### src/rtl/tick_scheduler.sv
// Programmable tick generator: emits a one-cycle tick every div_cur+1 cycles while running,
// with a handshaked divide-value reload that never disturbs a period already in progress.
module tick_scheduler #(
   parameter int DW = 8
) (
   input  logic          clk,
   input  logic          resetn,
   input  logic          start,
   input  logic          stop,
   input  logic          div_req,
   input  logic [DW-1:0] div_val,
   output logic          div_ack,
   output logic          tick,
   output logic          half,
   output logic          busy
);

   typedef enum logic {
      IDLE = 1'b0,
      RUN  = 1'b1
   } state_t;

   state_t        state_q, state_d;
   logic [DW-1:0] cnt_q, cnt_d;
   logic [DW-1:0] divCur_q, divCur_d;
   logic          tick_q, tick_d;
   logic          ack_q, ack_d;
   logic          half_q, half_d;
   logic          blocked_q, blocked_d;
   logic          loadOk;

   // blocked_q remembers a request that was already served (or cut off by reset)
   // until the requester drops div_req, so one request never yields two loads.
   assign loadOk = div_req & ~blocked_q;

   always_ff @(posedge clk or negedge resetn) begin
      if (!resetn) begin
         state_q   <= IDLE;
         cnt_q     <= '0;
         divCur_q  <= DW'(1);
         tick_q    <= 1'b0;
         ack_q     <= 1'b0;
         half_q    <= 1'b0;
         blocked_q <= 1'b1;
      end else begin
         state_q   <= state_d;
         cnt_q     <= cnt_d;
         divCur_q  <= divCur_d;
         tick_q    <= tick_d;
         ack_q     <= ack_d;
         half_q    <= half_d;
         blocked_q <= blocked_d;
      end
   end

   always_comb begin
      state_d   = state_q;
      cnt_d     = cnt_q;
      divCur_d  = divCur_q;
      tick_d    = 1'b0;
      ack_d     = 1'b0;
      half_d    = half_q;
      blocked_d = blocked_q & div_req;
      case (state_q)
         IDLE: begin
            if (loadOk) begin
               divCur_d  = div_val;
               ack_d     = 1'b1;
               blocked_d = 1'b1;
            end
            if (start && !stop) begin
               state_d = RUN;
               cnt_d   = '0;
            end
         end
         RUN: begin
            if (stop) begin
               state_d = IDLE;
               cnt_d   = '0;
            end else if (cnt_q == divCur_q) begin
               // Terminal count is the only point where a reload may take effect.
               cnt_d  = '0;
               tick_d = 1'b1;
               half_d = ~half_q;
               if (loadOk) begin
                  divCur_d  = div_val;
                  ack_d     = 1'b1;
                  blocked_d = 1'b1;
               end
            end else begin
               cnt_d = cnt_q + DW'(1);
            end
         end
         default: state_d = IDLE;
      endcase
   end

   assign tick    = tick_q;
   assign div_ack = ack_q;
   assign half    = half_q;
   assign busy    = (state_q == RUN);

endmodule

### config.mk
export PLATFORM = sky130hd
export DESIGN_NAME = tick_scheduler
export DESIGN_NICKNAME = d
export VERILOG_FILES = /design/src/rtl/tick_scheduler.sv
export SDC_FILE = /design/constraint.sdc
export NUM_CORES = 1
export LEC_CHECK = 0
export ABC_CLOCK_PERIOD_IN_PS = 1750
export CORE_MARGIN = 3
export CORE_UTILIZATION = 45
export DETAILED_ROUTE_END_ITERATION = 7
export PLACE_DENSITY = 0.74
export SYNTH_ARGS = -nofsm -noshare
export SYNTH_HDL_FRONTEND = slang
export SYNTH_SLANG_ARGS = --single-unit
### constraint.sdc
create_clock -name clk -period 1.75 [get_ports clk]
set_input_delay 0.4375 -clock clk [delete_from_list [all_inputs] [get_ports clk]]
set_output_delay 0.4375 -clock clk [all_outputs]
set_load 0.02 [all_outputs]
==> impl_metrics.toml <==
[placed_design]
portBuffers = 16
dpl.hpwl_mm = 2.39
dp.cells = 199
place_area_um2 = 1590
routabilityCongestion = 0.771

[worst_setup_path]
cp_num_buf_inv = 1
critical_path.startpoint_type = "flip-flop"
reg2reg_from = "cnt_q[4]"
critical_path_class = "reg -> out"
cp_cell_sequence = "clkdlybuf4s50_1"
cp.arrival_ns = 1.24
critPathLaunch = "div_ack"
required_ns = 1.31
cp-end-kind = "primary output"
slowest_stage = "clkdlybuf4s50_1"
critPathMaxFanout = 1
cp_top_family = "buffers and inverters"
cpPeakStageDelay_ns = 0.59

[cts]
clockBufferDepth = 2
cts_htree_levels = 1
clockRootBuffer = "clkbuf_4"
clk_pin_slew_ns = 0.12
clock_latency_ns = 0.30
numCtsBuffers = 3
clock_sinks = 21
ctsHoldBuffers = 0
cts_tree = "yes"

[power_and_ir_drop]
total_power_mw = 1.12
power.leakage_nw = 0.665
vdd_drop_max_mv = 0.403
pwr_density_cell_nw_per_um2 = 684

[floorplan]
dieArea_um2 = 3710
die_w_um = 60.9
io_pins = 17
coreArea_um2 = 2810
rows = 19
die_h_um = 60.9
start_util_pct = 48.4

[final_layout]
layout-drive-gt1-share_pct = 10.9
synthToLayoutAreaGrowth_pct = 20.6
diodes = 0
ff_latch_area_um2 = 528
final_util_pct = 58.3
multi_input_area_um2 = 768
nNetsFinal = 189
fin_area_um2 = 1640
fillCellCount = 246
final_cells = 205

[worst_hold_path]
worstHoldPathType = "in -> async"

[drt]
routed_wl_mm = 3.32
drc_errors = 0
avgViaCountPerCell = 6.24
wire_per_inst_um = 16.2
drtIter0Drc = 69
drt_first_pass_iters = 4
num_vias = 1279
drtAntennaViolNets = 0

[logic_synthesis]
synth_top_flop_cell = "dfrtp_1"
synth_cell_types = 33
yosys.area.top_type = "dfrtp_1"
synth_area_leaders = "dfrtp_1 35%, nor3b_1 10%, nand3_1 7.0%, xnor2_1 5.8%, a211oi_1 4.4%"
synth_warnings = 0
synth_seq_cells = 21
ys_seq_area_share_pct = 38.9
syn_avg_cell_area_um2 = 8.76
netlist_area_um2 = 1360
synth_edf_count = 0
synth_nets = 169
yosysTopAreaCellShare_pct = 35.0
synthArstFlopShare_pct = 100
synth_cells = 155

[timing]
worst_pin_slew_ns = 0.349
setup-tns-final_ns = 0
drv_slew = 0
relSlewSlack_pct = 76.8
max_freq_mhz = 595
fin_skew_ns = 0.00650
hold_viol = 0
finalCritPeriodShare_pct = 96.0
finalSetupViolations = 0
fin_crit_ns = 1.68
rsz0062_at_grt = "false"

[global_routing]
first_global_vias = 1282
antenna_found_initial = 0
grt_remaining_overflow = 0
grt_max_degree = 30
track_usage_pct = 19.9
grt_pass1_wl_mm = 5.59

[job]
maxCapViolCount = 0

[status]
outcome = "finished clean"
-- registers in the layout, summed over array words and instances, names as in the netlist --
| register | flops |
|---|---|
| tick | 1 |
| cnt_q | 8 |
| div_ack | 1 |
| blocked_q | 1 |
| divCur_q | 8 |
| busy | 1 |
| half | 1 |
-- per-layer routing --
layer | global-route usage [%] | vias up | part of all wire, %
met2 | 32.4 | 53 | 49
met4 | 8.36 | 0 | 0.90
met5 | 0 | - | 0
li1 | - | 605 | -
met1 | 26.4 | 617 | 44
met3 | 2.98 | 4 | 6.4
-- power by group --
part / internal (mW) / total, mW / switching [mW]
combinational: 0.141 / 0.279 / 0.138
sequential: 0.538 / 0.599 / 0.0613
clock: 0.0888 / 0.241 / 0.152
total: 0.768 / 1.12 / 0.351
-- synthesized netlist by cell type (all sizes together) (3+ instances only) --
cell type,count
dfrtp,19
o211ai,8
nand3,19
buf,6
xnor2,9
nand2,13
nor3b,18
nor2,3
and3,9
clkbuf,7
o21ai,8
a211oi,8
nand2b,3
nor3,3
-- timing repair --
item	CTS	global route
gates resized for setup	0	2
hold endpoints to repair	0	0
setup endpoints to repair	0	6
buffers inserted	0	2
-- metrics by stage --
| stage | hold WS (ns) | worst slack [ns] |
|---|---|---|
| 2_1_floorplan | 0.142 | 0.274 |
| 3_3_place_gp | 0.455 | 0.0904 |
| 3_5_place_dp | 0.466 | 0.00140 |
| 4_1_cts | 0.466 | 0.00517 |
| 5_1_grt | 0.475 | 0.00167 |
| 6_report | 0.456 | 0.0697 |
-- worst paths after layout --
path	slack (ns)	depth (start not counted)	to
setup / recovery	0.07	1	div_ack
hold / removal	0.46	2	div_ack
setup reg to reg	0.12	5	div_ack
hold reg to reg	0.47	1	half
min in group clk	0.47	1	half
max in group asynchronous	1.02	2	blocked_q
-- worst register-to-register path, delay by kind of cell (launching register included) --
kind | cells | cell delay, ns
flip-flops | 1 | 0.47
buffers and inverters | 1 | 0.22
AND/OR/NAND/NOR | 2 | 0.42
XOR/XNOR | 1 | 0.24
AO/OA/AOI/OAI | 1 | 0.24
-- cells by family (layout without fill, tap and decap cells) --
logic type | after synthesis | in the layout | synth area share, %
AND/OR/NAND/NOR | 76 | 76 | 32.9
AO/OA/AOI/OAI | 30 | 30 | 14.9
flip-flops | 21 | 21 | 38.9
buffers and inverters | 15 | 34 | 4.52
XOR/XNOR | 11 | 11 | 7.10
adder cells (fa/ha/maj) | 1 | 1 | 0.922
multiplexers | 1 | 1 | 0.737
-- cell type report --
class | instances | area share [%]
Timing Repair Buffer | 28 | 16.4
Inverter | 2 | 0.459
Sequential cell | 21 | 32.3
Clock buffer | 4 | 1.61
Tap cell | 31 | 2.37
Multi-Input combinational cell | 119 | 46.9
-- layout by cell type (no fill, tap or decap), types with 2 or more instances in the layout --
cell type	count
nor2_1	3
nand2b_1	3
nor3b_1	18
o211ai_1	8
o21ai_0	7
o22ai_1	2
and4_1	2
a211oi_1	8
dfrtp_1	19
clkbuf_4	3
dlymetal6s2s_1	2
and3_1	9
nand3_1	19
dfstp_2	2
nor3_1	2
xor2_1	2
xnor2_1	9
inv_1	2
clkdlybuf4s50_1	14
nor2b_1	2
nand2_1	13
buf_4	11
Power figures use the tool's default switching activity.
